**src/rtl/ctrl_seq_pkg.sv**
```systemverilog
// Shared opcodes, states and length tables
// for the control-path step sequencer.
package ctrl_seq_pkg;

  localparam logic [4:0] OP_LD   = 5'b00000;
  localparam logic [4:0] OP_LDI  = 5'b00001;
  localparam logic [4:0] OP_ST   = 5'b00010;
  localparam logic [4:0] OP_ADD  = 5'b00011;
  localparam logic [4:0] OP_SUB  = 5'b00100;
  localparam logic [4:0] OP_AND  = 5'b00101;
  localparam logic [4:0] OP_OR   = 5'b00110;
  localparam logic [4:0] OP_SHR  = 5'b00111;
  localparam logic [4:0] OP_SHRA = 5'b01000;
  localparam logic [4:0] OP_SHL  = 5'b01001;
  localparam logic [4:0] OP_ROR  = 5'b01010;
  localparam logic [4:0] OP_ROL  = 5'b01011;
  localparam logic [4:0] OP_ADDI = 5'b01100;
  localparam logic [4:0] OP_ANDI = 5'b01101;
  localparam logic [4:0] OP_ORI  = 5'b01110;
  localparam logic [4:0] OP_MUL  = 5'b01111;
  localparam logic [4:0] OP_DIV  = 5'b10000;
  localparam logic [4:0] OP_NEG  = 5'b10001;
  localparam logic [4:0] OP_NOT  = 5'b10010;
  localparam logic [4:0] OP_BR   = 5'b10011;
  localparam logic [4:0] OP_JR   = 5'b10100;
  localparam logic [4:0] OP_JAL  = 5'b10101;
  localparam logic [4:0] OP_IN   = 5'b10110;
  localparam logic [4:0] OP_OUT  = 5'b10111;
  localparam logic [4:0] OP_MFHI = 5'b11000;
  localparam logic [4:0] OP_MFLO = 5'b11001;
  localparam logic [4:0] OP_NOP  = 5'b11010;
  localparam logic [4:0] OP_HALT = 5'b11011;

  typedef enum logic [2:0] {
    S_RST   = 3'd0,
    S_RUN   = 3'd1,
    S_INT   = 3'd2,
    S_STOP  = 3'd3,
    S_SSTEP = 3'd4,
    S_HALT  = 3'd5
  } seq_state_e;

  function automatic logic [3:0] instr_len(
    input logic [4:0] opc
  );
    logic [3:0] len;
    unique case (1'b1)
      opc inside {OP_LD, OP_ST}:
        len = 4'd8;
      opc inside {OP_LDI, [OP_ADD:OP_ORI]}:
        len = 4'd6;
      opc inside {OP_MUL, OP_DIV, OP_BR}:
        len = 4'd7;
      opc inside {OP_NEG, OP_NOT, OP_JAL}:
        len = 4'd5;
      opc inside {OP_JR, [OP_IN:OP_MFLO]}:
        len = 4'd4;
      default:
        len = 4'd3;
    endcase
    return len;
  endfunction

  function automatic logic is_mem_step(
    input logic [4:0] opc,
    input logic [2:0] step
  );
    return (step == 3'd1)
      || (opc == OP_LD && step == 3'd6)
      || (opc == OP_ST && step == 3'd7);
  endfunction

  function automatic logic is_illegal(
    input logic [4:0] opc
  );
    return opc > OP_HALT;
  endfunction

endpackage

```
**src/rtl/ctrl_step_sequencer_ring.sv**
```systemverilog
// One-hot step ring: clear, load T0,
// advance one step, or hold.
module step_ring #(
  parameter int MAX_STEPS = 8
) (
  input  logic                 clk,
  input  logic                 reset,
  input  logic                 zero,
  input  logic                 load,
  input  logic                 adv,
  output logic [MAX_STEPS-1:0] q
);

  always_ff @(posedge clk or posedge reset) begin
    if (reset) begin
      q <= '0;
    end else if (zero) begin
      q <= '0;
    end else if (load) begin
      q <= {{(MAX_STEPS-1){1'b0}}, 1'b1};
    end else if (adv) begin
      q <= {q[MAX_STEPS-2:0], 1'b0};
    end
  end

endmodule

```
**src/rtl/ctrl_step_sequencer.sv**
```systemverilog
// Multi-cycle control-path step sequencer
// with wait states, debug and interrupts.
module ctrl_step_sequencer
  import ctrl_seq_pkg::*;
#(
  parameter int DATA_WIDTH  = 32,
  parameter int OPC_WIDTH   = 5,
  parameter int MAX_STEPS   = 8,
  parameter int MEM_WAIT_EN = 1
) (
  input  logic                  clk,
  input  logic                  reset,
  input  logic [DATA_WIDTH-1:0] ir,
  input  logic                  mem_ready,
  input  logic                  stop,
  input  logic                  step_mode,
  input  logic                  step_go,
  input  logic                  int_req,
  input  logic                  int_en,
  output logic [MAX_STEPS-1:0]  t_step,
  output logic                  run,
  output logic                  clear,
  output logic                  mem_stall,
  output logic                  instr_done,
  output logic                  int_ack,
  output logic                  int_vec_sel,
  output logic                  illegal_op,
  output logic [2:0]            seq_state
);

  if (MAX_STEPS < 8) begin : g_bad_steps
    $error("MAX_STEPS must be at least 8");
  end

  seq_state_e state, state_nx;
  logic [4:0] opc;
  logic [2:0] idx;
  logic       stalled, boundary;
  logic       ring_zero, ring_load, ring_adv;
  logic       ill_t2;
  logic       unused_ir;

  assign opc = 5'(ir[DATA_WIDTH-1 -: OPC_WIDTH]);
  assign unused_ir = ^ir[DATA_WIDTH-OPC_WIDTH-1:0];

  // Longest instruction is 8 steps, so only
  // the low byte of the ring is ever hot.
  always_comb begin
    idx = '0;
    for (int i = 0; i < 8; i++) begin
      if (t_step[i]) idx = 3'(i);
    end
  end

  assign stalled = (state == S_RUN)
    && (MEM_WAIT_EN != 0)
    && is_mem_step(opc, idx)
    && !mem_ready;

  assign boundary = (state == S_RUN)
    && !stalled
    && ({1'b0, idx} == instr_len(opc) - 4'd1);

  assign ill_t2 = (state == S_RUN)
    && (idx == 3'd2)
    && is_illegal(opc);

  assign mem_stall  = stalled;
  assign instr_done = boundary;
  assign seq_state  = state;

  always_comb begin
    state_nx  = state;
    ring_load = 1'b0;
    ring_adv  = 1'b0;
    unique case (state)
      S_RST: begin
        state_nx  = S_RUN;
        ring_load = 1'b1;
      end
      S_RUN: begin
        if (boundary) begin
          if (opc == OP_HALT)
            state_nx = S_HALT;
          else if (int_req && int_en)
            state_nx = S_INT;
          else if (stop)
            state_nx = S_STOP;
          else if (step_mode)
            state_nx = S_SSTEP;
          else
            ring_load = 1'b1;
        end else if (!stalled) begin
          ring_adv = 1'b1;
        end
      end
      S_INT: begin
        state_nx  = S_RUN;
        ring_load = 1'b1;
      end
      S_STOP: begin
        if (!stop) begin
          state_nx  = S_RUN;
          ring_load = 1'b1;
        end
      end
      S_SSTEP: begin
        if (step_go && !stop) begin
          state_nx  = S_RUN;
          ring_load = 1'b1;
        end
      end
      S_HALT: begin
        state_nx = S_HALT;
      end
      default: begin
        state_nx = S_RST;
      end
    endcase
  end

  assign ring_zero = boundary && !ring_load;

  step_ring #(
    .MAX_STEPS(MAX_STEPS)
  ) u_ring (
    .clk  (clk),
    .reset(reset),
    .zero (ring_zero),
    .load (ring_load),
    .adv  (ring_adv),
    .q    (t_step)
  );

  always_ff @(posedge clk or posedge reset) begin
    if (reset) begin
      state       <= S_RST;
      run         <= 1'b1;
      clear       <= 1'b1;
      int_ack     <= 1'b0;
      int_vec_sel <= 1'b0;
      illegal_op  <= 1'b0;
    end else begin
      state       <= state_nx;
      run         <= !(state_nx inside
                       {S_STOP, S_SSTEP, S_HALT});
      clear       <= 1'b0;
      int_ack     <= (state_nx == S_INT);
      int_vec_sel <= (state == S_INT);
      illegal_op  <= illegal_op | ill_t2;
    end
  end

endmodule

```
**config.mk**
```make
export PLATFORM = sky130hd
export DESIGN_NAME = ctrl_step_sequencer
export DESIGN_NICKNAME = d
export VERILOG_FILES = /design/src/rtl/ctrl_seq_pkg.sv /design/src/rtl/ctrl_step_sequencer_ring.sv /design/src/rtl/ctrl_step_sequencer.sv
export SDC_FILE = /design/constraint.sdc
export NUM_CORES = 1
export LEC_CHECK = 0
export CORE_MARGIN = 5
export CORE_UTILIZATION = 44
export CTS_BUF_LIST = sky130_fd_sc_hd__clkbuf_4 sky130_fd_sc_hd__clkbuf_8
export DETAILED_ROUTE_END_ITERATION = 6
export PLACE_DENSITY = 0.95
export SLEW_MARGIN = 20
export SYNTH_ARGS = -nofsm -noshare
export SYNTH_HDL_FRONTEND = slang
export SYNTH_SLANG_ARGS = --single-unit
export TNS_END_PERCENT = 10
```
**constraint.sdc**
```tcl
create_clock -name clk -period 3.6 [get_ports clk]
set_input_delay 0.36 -clock clk [delete_from_list [all_inputs] [get_ports clk]]
set_output_delay 0.36 -clock clk [all_outputs]
set_load 0.005 [all_outputs]
```
# --- Word-level counts from Yosys, hierarchy flattened ---
# Index checks and enable logic that the tools add are counted.
word_totals:
  out_inout_bits: 18
  in_bits: 40
  wordCells: 98
  reg_bits: 16
classes:
  add_sub_neg: 1
  order_cmp: 5
  reduce_logical: 30
  muxes: 30
  bitwise: 1
  n_eq_ne: 24
ops:
  columns: ["operator", "count"]
  rows:
  - ["$eq A5 B5 Y1 const B", 7]
  - ["$mux W3", 11]
  - ["$mux W8", 3]
  - ["$pmux W4 S5", 1]
  - ["$eq A3 B3 Y1 const B", 6]
  - ["$eq A3 B2 Y1 const B", 5]
  - ["$pmux W3 S5", 1]
  - ["$logic_and A1 B1 Y1", 13]
  - ["$reduce_bool A3 Y1", 4]
  - ["$mux W1", 11]
  - ["$eq A3 B1 Y1 const B", 2]
  - ["$reduce_bool A2 Y1", 3]
  - ["$eq A5 B1 Y1 const B", 1]
  - ["$eq A5 B2 Y1 const B", 1]
  - ["$eq A5 B4 Y1 const B", 1]
  - ["$ge A5 B2 Y1 const B", 1]
  - ["$ge A5 B5 Y1 const B", 1]
  - ["$gt A5 B5 Y1 const B", 1]
  - ["$le A5 B4 Y1 const B", 1]
  - ["$le A5 B5 Y1 const B", 1]
  - ["$logic_not A1 Y1", 5]
  - ["$logic_not A5 Y1", 1]
  - ["$eq A3 B4 Y1", 1]
  - ["$mux W2", 2]
  - ["6 further kinds", 7]

# --- Logic depth before layout (Yosys ltp) ---
logic_depth:
  word_depth: 21
  ltp_mapped: 9
  depth_no_buf: 8

# --- By module ---
# From an unflattened synthesis, not the netlist that was laid out.
unflattened:
  hier_cells: 130
  area_unflattened_um2: 1151.1
by_module_without_submodules:
  columns: ["module", "n_inst", "seq_area_each_um2", "area_per_inst_um2", "cells_per_inst"]
  rows:
  - ["ctrl_step_sequencer", 1, 202.7, 817.0, 101]
  - ["step_ring", 1, 200.2, 334.1, 29]

# --- Worst setup path before layout ---
# Ideal clock, no wire load.
synth_path:
  path_kind: "input to register"
  start: "in ir[31]"
  end: "reg u_ring.q[0]"
  t_arrival_ns: 1.913
  setup_slack_ns: 1.561
  n_path_buf: 2
  required_ns: 3.474
  cell_stages: 9
  setup_time_ns: 0.126
  path_cell_list: "buf_6 -> nor4_4 -> a31oi_2 -> and3_4 -> o211a_1 -> o21ai_2 -> buf_6 -> nor3_2 -> a221o_1"
synth_via:
  elab_chain_cells: 14
  word_cells_on_any_way: 45
  cone_classes: "1 x add/sub; 4 x order compare; 11 x eq/ne; 9 x mux; 20 x reduce/logical"
synth_lines:
  columns: ["element", "line_no", "text"]
  rows:
  - ["from (decl)", "ctrl_step_sequencer.sv:13", "input logic [DATA_WIDTH-1:0] ir,"]
  - ["parallel branches: the longest is 14 deep, another holds $ge A5 B5 Y1", null, null]
  - ["to (signal assigned)", "ctrl_step_sequencer_ring.sv:20", "q <= {{(MAX_STEPS-1){1'b0}}, 1'b1};"]
  - ["to (signal assigned)", "ctrl_step_sequencer_ring.sv:22", "q <= {q[MAX_STEPS-2:0], 1'b0};"]
  - ["to (decl)", "ctrl_step_sequencer_ring.sv:11", "output logic [MAX_STEPS-1:0] q"]
# Several ways; the timed one is not identified.
# A chain may end at the register's enable or synchronous reset.

# --- Worst setup path in the final report ---
layout_path:
  start: "in ir[31]"
  end: "out instr_done"
layout_via:
  elab_chain_cells: 9
  word_cells_on_any_way: 33
  cone_classes: "1 x add/sub; 4 x order compare; 10 x eq/ne; 1 x mux; 17 x reduce/logical"
layout_lines:
  columns: ["element", "line_no", "text"]
  rows:
  - ["parallel branches: the longest is 8 deep, another holds $ge A5 B5 Y1", null, null]
  - ["$logic_and A1 B1 Y1 *", "ctrl_step_sequencer.sv:62", "&& ({1'b0, idx} == instr_len(opc) - 4'd1);"]
  - ["to (decl)", "ctrl_step_sequencer.sv:24", "output logic instr_done,"]
# Every way passes the cells marked *.

==> summary.md <==
| Metric | Value |
|---|---|
| Status | `finished, final reports clean` |
| Worst setup SP type | `primary input` |
| CTS tree | `built` |
| Reg-to-reg slack, setup | `~1.2 ns` |
| Crit end category | `primary output` |
| Share of layout cells above drive strength 1 | `~13%` |
| Clock root cell | `clkbuf_4` |
| Unique masters post-synth | `between 40 and 50` |
| Avg Inst Size Synth | `just under 9 um2` |
| GRT Total Usage | `16.2%` |
| Detailed Route WL | `2890 um` |
| Initial DRC count | `53` |
| Largest area contributor in the netlist | `dfrtp_1` |
| Die width | `60.4 um` |
| Max-Cap Viols | `0` |
| Clock insertion delay at the later pin of the skew report | `0.28 ns` |
| CTS buffer count | `3` |
| Max Clk Rate | `around 340 MHz` |
| Commonest cells post-synth | `nand2_1, dfrtp_1, nor2_1, a21oi_1, nand3_1` |
| R2R Path Start | `u_ring.q[4]$_DFFE_PP0P_` |
| Vias per std cell | `5.82` |
| Clk slew on worst S/H paths | `approximately 0.10 ns` |
| Place WS | `approximately 0.63 ns` |
| Largest net degree at the start of global routing | `17` |
| PwrDens | `between 700 and 800 nW/um2` |
| Cell Chain, Critical Path | `clkdlybuf4s50_1 > nor4_4 > a31oi_2 > and3_4 > nor4_4 > o21ai_2 > nor2_1 > clkdlybuf4s50_1` |
| Sequential share of power | `around 28%` |
| Max-slew violations | `0` |
| Final Critical Period | `~3 ns` |
| Endpoints failing setup | `0` |
| Lkg Pwr | `~0.00057 uW` |
| Max Buffers Root-to-Sink | `2` |
| WP data required | `approximately 3.2 ns` |
| Initial Utilization | `between 40% and 50%` |
| # port buffers | `30` |
| Syn nets | `167` |
| Worst Slack Setup Final | `slightly above 0.6 ns` |
| Most common cell in the netlist | `nand2_1` |
| Hold buffer count at CTS | `0` |
| Hold Slack | `between 0.4 and 0.5 ns` |
| Critical path peak fanout | `8` |
| DRC | `0` |
| Cell Rows | `18` |
| Post-route ant nets | `0` |
| Nets@finish | `198` |
| Vias | `roughly 1100` |
| Max_slew headroom | `a little over two fifths` |
| Seq cells post-synth | `16` |
| Post_cts resized | `0` |
| Mapped Area | `roughly 1100 um2` |
| Pint | `between 600 and 700 uW` |
| EDFF count, synth | `0` |
| Asr flop ratio synth | `100%` |
| Ranking of synthesized cells by area | `dfrtp_1, nand2_1, dfstp_2, a21oi_1, nand2b_1` |
| Sequential area share after synthesis | `36.0%` |
| Worst slew pin tran | `0.845 ns` |
| Area grow syn2layout | `30.8%` |
| Slowest stage cell, crit path | `clkdlybuf4s50_1` |
| Dpl hpwl | `2190 um` |
| Crit path DAT | `between 2 and 3 ns` |
| Sw frac | `approximately 43%` |
| Overall Power | `roughly 1100 uW` |
| Final instance area | `~1500 um2` |
| First-pass GRT wire length | `4590 um` |
| Synth warn | `0` |
| Clock sinks | `16` |
| Worst hold-check path type | `in2async` |
| Final hold vios | `0` |
| Sw power | `approximately 450 uW` |
| Post-CTS Setup Inserts | `0` |
| Top-area cell type share of the netlist area | `a little under a third` |
| Worst r2r dst | `run$_DFF_PP1_` |
| Area of the die | `3650 um2` |
| Period utilization | `between 80% and 90%` |
| Vias in the first global route | `1059` |
| Core box area | `approximately 2500 um2` |
| Logic pwr share | `60.6%` |
| Synth Flop Type | `dfrtp_1` |
| Drt first pass iters | `4` |
| Mapped Cells | `127` |
| Diodes inserted | `0` |
| Placed cell areas | `approximately 1400 um2` |
| Clock Skews | `0.00605 ns` |
| Gp weighted congestion | `about 0.86` |
| Cell depth of the worst flop-to-flop path | `9` |
| Fillers | `195` |
| Avg WL per Cell | `~15 um` |
| Unrepaired setup endpoints after global routing | `no` |
| Slowest cell delay on critical path | `0.57 ns` |
| Height of the die | `between 60 and 70 um` |
| I/O Pins | `between 50 and 60` |
| CTS H-tree depth | `1` |
| Clk network pwr share | `between 10 and 15%` |
| Initial antenna violation count | `0` |
| Critical path class | `in2out` |
| Maximum vdd drop | `0.562 mV` |
| Congestion Overflow GR | `0` |
| Setup TNS | `0 ns` |
layout make-up:
cell class | count | area, um2 | share of cell area, %
tap | 30 | 37.5 | 2.57
clock buffer | 4 | 36.3 | 2.48
inverter | 3 | 11.3 | 0.770
multi-input combinational | 102 | 659 | 45.1
sequential | 16 | 403 | 27.5
timing repair buffer | 32 | 315 | 21.6
power groups by stage:
stage          Clock, uW  Combinational [uW]  Sequential, uW
2_1_floorplan          0                 444             285
3_3_place_gp           0                 610             295
3_5_place_dp           0                 633             298
4_1_cts              119                 641             296
5_1_grt              129                 693             306
6_report             118                 640             298
how the worst max path moves through the flow:
| stage | slack [ns] | to | start |
|---|---|---|---|
| 5_1_grt | 0.49 | instr_done | ir[31] |
| 6_report | 0.62 | instr_done | ir[31] |
| 3_5_place_dp | 0.63 | instr_done | ir[31] |
| 3_3_place_gp | 0.64 | instr_done | ir[31] |
| 2_1_floorplan | 1.56 | u_ring.q[0]$_DFFE_PP0P_ | ir[31] |
| 4_1_cts | 0.61 | instr_done | ir[31] |
state kept, by name, indices dropped and copies added, names as in the netlist:
name and flops:
illegal_op 1, seq_state 3, run 1, int_ack 1
int_vec_sel 1, u_ring.q 8, clear 1
layout by cell type, fill, tap and decap left out, types with 6 or more instances in the layout:
| cell | count |
|---|---|
| o21ai_0 | 6 |
| clkdlybuf4s50_1 | 30 |
| nand2_1 | 15 |
| nor2_1 | 11 |
| nand2b_1 | 8 |
| dfrtp_1 | 14 |
| nor2b_1 | 7 |
| a21oi_1 | 10 |
| nand3_1 | 9 |
layer usage:
metal	GRT usage, %	share of wire [%]	up-vias
li1	-	-	516
met1	21.4	43	523
met2	28.2	51	46
met3	1.91	4.5	4
met4	4.33	1.3	0
met5	0	0	-
kinds of logic after synthesis:
family,share of synthesized area [%]
other,0.335
xor gates and xnor gates,0.783
buffers and inverters,5.03
and+or+nand+nor,32.3
AOI/OAI and AO/OA,25.5
DFF,36.0
worst max-delay path: cells and delay by family:
family | cells | cell delay (ns)
buf+inv | 2 | 1.10
compound gates | 2 | 0.18
simple gates | 4 | 0.98
through the flow:
stage / utilization, % / instances
2_1_floorplan: - / 127
3_3_place_gp: 58.1 / 183
3_5_place_dp: 58.1 / 183
4_1_cts: 59.6 / 187
5_1_grt: 59.6 / 187
6_report: 59.6 / 187
Note: power is estimated with default switching activity, not from simulation.
